<file path="config.mk">
export PLATFORM = sky130hd
export DESIGN_NAME = response_router
export DESIGN_NICKNAME = d
export VERILOG_FILES = /design/src/rtl/response_router.sv
export SDC_FILE = /design/constraint.sdc
export NUM_CORES = 1
export LEC_CHECK = 0
export ABC_AREA = 0
export CELL_PAD_IN_SITES_DETAIL_PLACEMENT = 1
export CELL_PAD_IN_SITES_GLOBAL_PLACEMENT = 2
export CORE_ASPECT_RATIO = 1.1
export CORE_MARGIN = 5
export CORE_UTILIZATION = 24
export CTS_BUF_LIST = sky130_fd_sc_hd__clkbuf_2
export CTS_CLUSTER_SIZE = 20
export DETAILED_ROUTE_END_ITERATION = 8
export GPL_TIMING_DRIVEN = 0
export MAX_ROUTING_LAYER = met4
export PLACE_DENSITY_LB_ADDON = 0.05
export SLEW_MARGIN = 20
export SYNTH_ARGS = -nofsm -noshare
export SYNTH_HDL_FRONTEND = slang
export SYNTH_SLANG_ARGS = --single-unit
export TNS_END_PERCENT = 1
</file>
<file path="constraint.sdc">
create_clock -name clk -period 2.9 [get_ports clk]
set_clock_uncertainty 0.1 [all_clocks]
set_input_delay 0.58 -clock clk [delete_from_list [all_inputs] [get_ports clk]]
set_output_delay 0.58 -clock clk [all_outputs]
set_load 0.1 [all_outputs]
</file>
<file path="src/rtl/response_router.sv">
// response_router: steers in-order resource responses back to the issuing arbiter port
// Ports:
//   clk, rst (async, active-low)
//   grant/active/issue  -> tag push from the arbiter side; full/outstanding report occupancy
//   resp_valid/resp_data/resp_ready -> response stream from the shared resource
//   port_valid/port_data/port_ready -> per-port delivery, data broadcast to all ports
//   err -> sticky {orphan response, bad grant, overflow}
module response_router #(
    parameter int NUM_PORTS  = 6,
    parameter int DATA_WIDTH = 32,
    parameter int DEPTH      = 8,
    localparam int IDX_W     = NUM_PORTS > 1 ? $clog2(NUM_PORTS) : 1,
    localparam int CNT_W     = $clog2(DEPTH) + 1,
    localparam int PTR_W     = $clog2(DEPTH)
) (
    input  logic                  clk,
    input  logic                  rst,
    input  logic [0:NUM_PORTS-1]  grant,
    input  logic                  active,
    input  logic                  issue,
    output logic                  full,
    output logic [CNT_W-1:0]      outstanding,
    input  logic                  resp_valid,
    input  logic [DATA_WIDTH-1:0] resp_data,
    output logic                  resp_ready,
    output logic [0:NUM_PORTS-1]  port_valid,
    output logic [DATA_WIDTH-1:0] port_data,
    input  logic [0:NUM_PORTS-1]  port_ready,
    output logic [2:0]            err
);
    logic [IDX_W-1:0] mem [DEPTH];
    logic [PTR_W-1:0] wp, rp;
    logic [CNT_W-1:0] count;
    logic [IDX_W-1:0] tag, head;
    logic [0:NUM_PORTS-1] hsel;
    logic onehot, nonempty, push, pop;

    assign onehot      = (grant != '0) && ((grant & (grant - 1'b1)) == '0);
    assign nonempty    = count != '0;
    assign full        = count == CNT_W'(DEPTH);
    assign outstanding = count;
    assign head        = mem[rp];
    assign port_data   = resp_data;
    assign push        = issue & active & onehot & ~full;
    assign pop         = resp_valid & resp_ready;
    assign resp_ready  = |(hsel & port_ready);

    always_comb begin
        tag        = '0;
        hsel       = '0;
        port_valid = '0;
        for (int i = 0; i < NUM_PORTS; i++) begin
            if (grant[i]) tag = tag | IDX_W'(i);
            hsel[i]       = nonempty & (head == IDX_W'(i));
            port_valid[i] = resp_valid & hsel[i];
        end
    end

    // Tag storage needs no reset: entries are only read while count covers them.
    always_ff @(posedge clk)
        if (push) mem[wp] <= tag;

    always_ff @(posedge clk or negedge rst) begin
        if (!rst) begin
            wp    <= '0;
            rp    <= '0;
            count <= '0;
            err   <= '0;
        end else begin
            if (push) wp <= wp + 1'b1;
            if (pop) rp <= rp + 1'b1;
            count  <= count + CNT_W'(push) - CNT_W'(pop);
            err[0] <= err[0] | (issue & full);
            err[1] <= err[1] | (issue & (~active | ~onehot));
            err[2] <= err[2] | (resp_valid & ~nonempty);
        end
    end
endmodule

</file>
==> metrics.md, run 1 <==
| Metric | Value |
|---|---|
| Placed cell area | `2960 um^2` |
| Synthesized area per cell | `12.4 um^2` |
| Fin area | `3300 um^2` |
| Yosys top cell area share | `0.341` |
| DR vias | `1553` |
| TritonCTS clock tree | `done` |
| Ports | `96` |
| Hpwl dp | `4410 um` |
| Max VDD drop | `0.403 mV` |
| Startpoint types | `register` |
| Cell taking the most area after synthesis | `edfxtp_1` |
| GR Util All Layers | `0.101` |
| Worst Tran Pin Value | `0.981 ns` |
| Vias in the first global route | `1667` |
| Die ar. | `10800 um^2` |
| Max_slew headroom | `0.344` |
| CTS Hold Bufs | `0` |
| Cts bufs inserted | `5` |
| First-pass GRT wire length | `8310 um` |
| Lkg Pwr | `1.26 nW` |
| H-tree lvl count | `2` |
| RSZ-0062 raised after global routing | `yes` |
| Pins Over Slew Limit | `0` |
| Vias per cell | `4.31` |
| Root Driver | `clkbuf_2` |
| Nets | `303` |
| Pwr/cell area | `1040 nW/um^2` |
| Clock Pin Slew Worst Setup and Hold Paths | `0.19 ns` |
| Port Buffer Count | `63` |
| Ys Warns | `0` |
| Layout cell share with drive strength beyond 1 | `0.386` |
| Most frequent cells in the layout | `clkdlybuf4s50_1, buf_4, edfxtp_1` |
| DRT Pass-1 Iters | `2` |
| Initial antenna violation count | `0` |
| Max_cap viols | `0` |
| Clk_lat worst skew | `0.39 ns` |
| Drt drc | `0` |
| Synth Cell Area | `2110 um^2` |
| Core area | `8740 um^2` |
| Req. time, crit path | `3.09 ns` |
| Hold WC Path Type | `register to register` |
| Initial DRC Count | `48` |
| Die width | `99.4 um` |
| GP Congestion | `0.749` |
| Most common library cell in the layout ignoring fill and taps | `clkdlybuf4s50_1` |
| Setup tns final | `-2.42 ns` |
| Setup WS pre-CTS | `-1.16 ns` |
| Critical path arrival | `3.48 ns` |
| Rows | `36` |
| Die Y | `108 um` |
| Hold Slack | `0.404 ns` |
| Crit path max fanout | `7` |
| Total power | `3.43 mW` |
| Netlist cell types | `38` |
| Top post-synthesis cells by area | `edfxtp_1, dfrtp_1, buf_4` |
| Initial Util | `0.242` |
| Total Wirelength | `5420 um` |
| Final setup fails | `10` |
| Syn Inst Count | `170` |
| CTS Sinks | `37` |
| Largest net degree at the start of global routing | `14` |
| Routed length per instance | `15.1 um` |
| Worst setup EP type | `register` |
| Syn_nets | `228` |
| N_diodes | `0` |
| Layout area overhead | `56.2%` |
| Seq cells post-synth | `37` |
| Status | `finished, violations left` |
| Setup Crit Path Kind | `register to register` |
| Failing checks | `setup timing` |
| Period minus WS final | `3.29 ns` |
| Hold violation total from the final report | `0` |
| Setup WS post-layout | `-0.390 ns` |
| Register area share after synthesis | `0.496` |
| Routed Antenna Nets | `0` |
| Fmax | `304 MHz` |
| Tcrit/Tclk final | `1.13` |
| CTS max path bufs | `2` |
| Total grt overflow | `0` |
per-stage QoR:
stage / util / cells
after global routing: 0.377 / 360
final: 0.377 / 360
after global placement: 0.339 / 347
after CTS: 0.371 / 360
after floorplan: - / 170
after detailed placement: 0.339 / 347
power breakdown:
part           total [mW]  switching [mW]  internal (mW)  leakage (nW)
registers           0.739          0.0894          0.649         0.360
clock network       0.410           0.179          0.231        0.0529
logic                2.28            1.43          0.854         0.846
total                3.43            1.70           1.73          1.26
kinds of logic after synthesis:
group | after synthesis | synth area share
XOR/XNOR | 6 | 0.0249
multiplexers | 16 | 0.128
adder cells (fa/ha/maj) | 9 | 0.0569
buffers and inverters | 46 | 0.142
flip-flops | 37 | 0.496
AND/OR/NAND/NOR | 46 | 0.115
AO/OA/AOI/OAI | 10 | 0.0373
routing by layer:
| metal | share of wire | GRT usage | vias to the layer above | routed length (um) |
|---|---|---|---|---|
| met3 | 0.083 | 0.0277 | 5 | 448 |
| met1 | 0.38 | 0.108 | 747 | 2070 |
| li1 | - | - | 730 | - |
| met2 | 0.53 | 0.182 | 71 | 2850 |
| met4 | 0.010 | 0.0322 | 0 | 56 |
| met5 | 0 | - | - | 0 |
synth_stat cells:
cell	instances
edfxtp_1	24
nor2_1	7
nor3b_1	8
o211ai_1	1
nor3_1	8
nor4b_1	1
inv_1	10
xnor2_1	3
nand2_1	10
ha_1	8
o21ai_0	1
nor4_1	1
nand3_1	4
o21bai_1	2
a21oi_1	1
dfrtp_1	13
nor2b_1	1
a21o_1	1
buf_4	32
mux2i_4	1
o22ai_1	1
or3_1	1
mux4_1	4
mux2_4	1
nand2b_1	1
nand4_1	2
buf_1	1
mux4_2	2
mux2i_1	6
buf_6	1
o31ai_1	1
or2_2	2
fa_1	1
mux2_2	2
a31o_2	1
clkbuf_1	2
xor2_1	3
a41oi_2	1
critical path, stage by stage (launching register included):
cell and delay (ns):
dfrtp_1 0.40, buf_6 0.15, mux4_2 0.54, mux2i_4 0.18
buf_12 0.15, mux2i_4 0.25, mux2i_1 0.11, a41oi_2 0.29
inv_2 0.08, ha_4 0.26, inv_2 0.03, ha_4 0.15
fa_2 0.36, xor2_1 0.14
registers in the layout (all words and copies together) (netlist names):
| name | cells |
|---|---|
| mem | 24 |
| outstanding | 4 |
| err | 3 |
| rp | 3 |
| wp | 3 |
path summary, 6_finish.rpt:
kind | start | endpoint | slack (ns) | cells past startpoint
setup / recovery | rp[0]$_DFFE_PN0P_ | outstanding[2]$_DFF_PN0_ | -0.39 | 13
min in group asynchronous | rst | rp[2]$_DFFE_PN0P_ | 0.46 | 1
hold reg to reg | err[2]$_DFF_PN0_ | err[2]$_DFF_PN0_ | 0.40 | 1
max in group asynchronous | rst | outstanding[2]$_DFF_PN0_ | 1.77 | 1
setup reg to reg | rp[0]$_DFFE_PN0P_ | outstanding[2]$_DFF_PN0_ | -0.39 | 13
hold / removal | err[2]$_DFF_PN0_ | err[2]$_DFF_PN0_ | 0.40 | 1
timing repair:
| item | in CTS | in global routing |
|---|---|---|
| endpoints found under the hold margin | 0 | 0 |
| setup buffers | 6 | 0 |
| endpoints found under the setup margin | 25 | 30 |
| pin swaps | 3 | 4 |
| resized for setup | 76 | 14 |
final cells by class:
type	count	area (um^2)
buffer	35	259
clock buffer	5	25.0
clock inverter	3	65.1
fill	939	5440
inverter	10	37.5
multi-input combinational	87	991
sequential	37	1050
tap	114	143
timing repair buffer	69	729
(Power assumes the default switching activity.)
==> inputs of run 2 (changes only) <==
--- a/config.mk
+++ b/config.mk
@@ -16,7 +16,7 @@
 export DETAILED_ROUTE_END_ITERATION = 8
 export GPL_TIMING_DRIVEN = 0
 export MAX_ROUTING_LAYER = met4
-export PLACE_DENSITY_LB_ADDON = 0.05
+export PLACE_DENSITY = 0.79
 export SLEW_MARGIN = 20
 export SYNTH_ARGS = -nofsm -noshare
 export SYNTH_HDL_FRONTEND = slang
==> run 2 against run 1 <==
  * Sequential share of layout area fell by 0.73 points
  * Routed wire length fell by 5.2%
  * Sequential power barely moved
  * Via count rose by 1.0%
  * Fmax rose by 1.4%
  * The flow still finishes with violations (setup timing)
  * Combinational power rose by 13%
  * Largest cell class is now buffers
  * Clock-buffer cell count rose by 2
  * Highest routed layer unchanged
  * Critical path depth did not move
  * Clock power fell by 45%
  * Worst hold slack improved by 0.00088 ns
  * Cell count rose by 3.1%
  * Die area did not move
==> metrics.md, run 2 (synthesized netlist as in run 1, its figures left out) <==
| Metric | Value |
|---|---|
| DRT Pass-1 Iters | `4` |
| Die Y | `108 um` |
| Total grt overflow | `0` |
| Lkg Pwr | `1.30 nW` |
| Worst setup EP type | `register` |
| Clock power frac | `0.064` |
| GR Util All Layers | `0.0957` |
| Met2 wire len | `2740 um` |
| Max reg flops | `24` |
| Hpwl dp | `4010 um` |
| Cts bufs inserted | `5` |
| Worst Tran Pin Value | `0.984 ns` |
| Highest Signal Layer | `met4` |
| Routed Antenna Nets | `0` |
| Routed length per instance | `13.9 um` |
| Gate power share | `0.727` |
| CTS max path bufs | `2` |
| Die ar. | `10800 um^2` |
| Tcrit/Tclk final | `1.12` |
| DR vias | `1569` |
| Fin area | `3370 um^2` |
| Hold violation total from the final report | `0` |
| Vias per cell | `4.23` |
| Period minus WS final | `3.24 ns` |
| Startpoint types | `register` |
| Total Wirelength | `5140 um` |
| First-pass GRT wire length | `7910 um` |
| Port Buffer Count | `63` |
| Most frequent cells in the layout | `clkdlybuf4s50_1, buf_4, edfxtp_1` |
| Setup WS pre-CTS | `-1.12 ns` |
| Initial DRC Count | `47` |
| Vias in the first global route | `1618` |
| CTS Sinks | `37` |
| Setup Crit Path Kind | `register to register` |
| Status | `finished, violations left` |
| Max VDD drop | `0.378 mV` |
| Int Pwr | `1.79 mW` |
| Final setup fails | `10` |
| Initial antenna violation count | `0` |
| Rows | `36` |
| Critical path arrival | `3.44 ns` |
| Pins Over Slew Limit | `0` |
| Hold WC Path Type | `register to register` |
| RSZ-0062 raised after global routing | `yes` |
| Initial Util | `0.242` |
| Layout area overhead | `59.9%` |
| Crit path max fanout | `7` |
| Failing checks | `setup timing` |
| Core area | `8740 um^2` |
| Fmax | `308 MHz` |
| Flop pwr share | `0.209` |
| Ports | `96` |
| Layout Utilization | `0.386` |
| Root Driver | `clkbuf_2` |
| Max_cap viols | `0` |
| Clk_lat worst skew | `0.38 ns` |
| Die width | `99.4 um` |
| Wl on met1 | `1900 um` |
| Layout cell share with drive strength beyond 1 | `0.432` |
| Met3 WL post-DR | `431 um` |
| Req. time, crit path | `3.10 ns` |
| H-tree lvl count | `2` |
| Nets | `314` |
| Drt drc | `0` |
| GP Congestion | `0.716` |
| TritonCTS clock tree | `done` |
| Total power | `3.54 mW` |
| Sw Share | `0.494` |
| Setup WS post-layout | `-0.343 ns` |
| Max_slew headroom | `0.342` |
| Most common library cell in the layout ignoring fill and taps | `clkdlybuf4s50_1` |
| N_diodes | `0` |
| Largest Register | `mem` |
| CTS Hold Bufs | `0` |
| Pwr/cell area | `1050 nW/um^2` |
| Placed cell area | `2960 um^2` |
| Largest net degree at the start of global routing | `14` |
| Net Switching | `1.75 mW` |
| Clock Pin Slew Worst Setup and Hold Paths | `0.18 ns` |
==> run 2: changes by cell type in the layout (fill, tap and decap cells not counted), sizes merged <==
| cell | previous run | this run |
|---|---|---|
| bufinv | 2 | 0 |
| buf | 47 | 58 |
| clkbuf | 7 | 9 |
==> run 2: worst paths after layout <==
check,from,end,slack (ns),depth (start not counted)
max,rp[0]$_DFFE_PN0P_,outstanding[2]$_DFF_PN0_,-0.34,13
min,err[2]$_DFF_PN0_,err[2]$_DFF_PN0_,0.40,1
max reg2reg,rp[0]$_DFFE_PN0P_,outstanding[2]$_DFF_PN0_,-0.34,13
min reg2reg,err[2]$_DFF_PN0_,err[2]$_DFF_PN0_,0.40,1
max in group asynchronous,rst,outstanding[2]$_DFF_PN0_,1.81,1
min in group asynchronous,rst,outstanding[3]$_DFF_PN0_,0.46,1
==> run 2: area by class of cell <==
type | count | area (um^2)
fillers | 955 | 5360
flip-flops and latches | 37 | 1050
multi-input cells | 87 | 988
repair buffers | 80 | 858
plain buffers | 35 | 259
well taps | 114 | 143
inverters | 10 | 40.0
clock buffers | 7 | 35.0
clock inverters | 1 | 3.75
==> run 2: power groups by stage <==
stage	clock, mW	sequential (mW)	combinational (mW)
floorplan	0	1.01	1.31
global placement	0	0.723	1.97
detailed placement	0	0.728	2.00
CTS	0.239	0.737	2.17
global route	0.258	0.754	2.72
finish	0.225	0.740	2.57
==> run 2: layer usage <==
layer | vias up | track usage
met1 | 751 | 0.101
met3 | 6 | 0.0323
li1 | 751 | -
met2 | 61 | 0.167
met5 | - | -
met4 | 0 | 0.0322
==> run 2: repair_timing <==
action | CTS | global route
endpoints found under the setup margin | 21 | 27
buffers inserted | 5 | 12
gates resized for setup | 70 | 40
pin swaps | 3 | 11
==> run 2: critical path, cell delays in order (launching register included) <==
cell and delay [ns]:
dfrtp_1 0.41, buf_6 0.15, mux4_2 0.54, mux2i_4 0.18, buf_12 0.15, mux2i_4 0.24
mux2i_1 0.11, a41oi_2 0.25, inv_2 0.08, ha_4 0.27, inv_2 0.04, ha_4 0.15
fa_2 0.33, xor2_1 0.15
==> run 2: metrics by stage <==
stage | std cells | hold WS (ns) | TNS (ns)
final | 371 | 0.404 | -2.52
after floorplan | 170 | 0.184 | -2.59
after global placement | 347 | 0.357 | -18.11
after global routing | 371 | 0.436 | -3.90
after CTS | 359 | 0.416 | -4.00
after detailed placement | 347 | 0.377 | -19.85
==> inputs of run 3 (changes only) <==
--- a/config.mk
+++ b/config.mk
@@ -12,7 +12,7 @@
 export CORE_MARGIN = 5
 export CORE_UTILIZATION = 24
 export CTS_BUF_LIST = sky130_fd_sc_hd__clkbuf_2
-export CTS_CLUSTER_SIZE = 20
+export CTS_CLUSTER_SIZE = 10
 export DETAILED_ROUTE_END_ITERATION = 8
 export GPL_TIMING_DRIVEN = 0
 export MAX_ROUTING_LAYER = met4
==> results of run 3 <==
No change in the layout: final DEF, timing and power equal those of run 2.
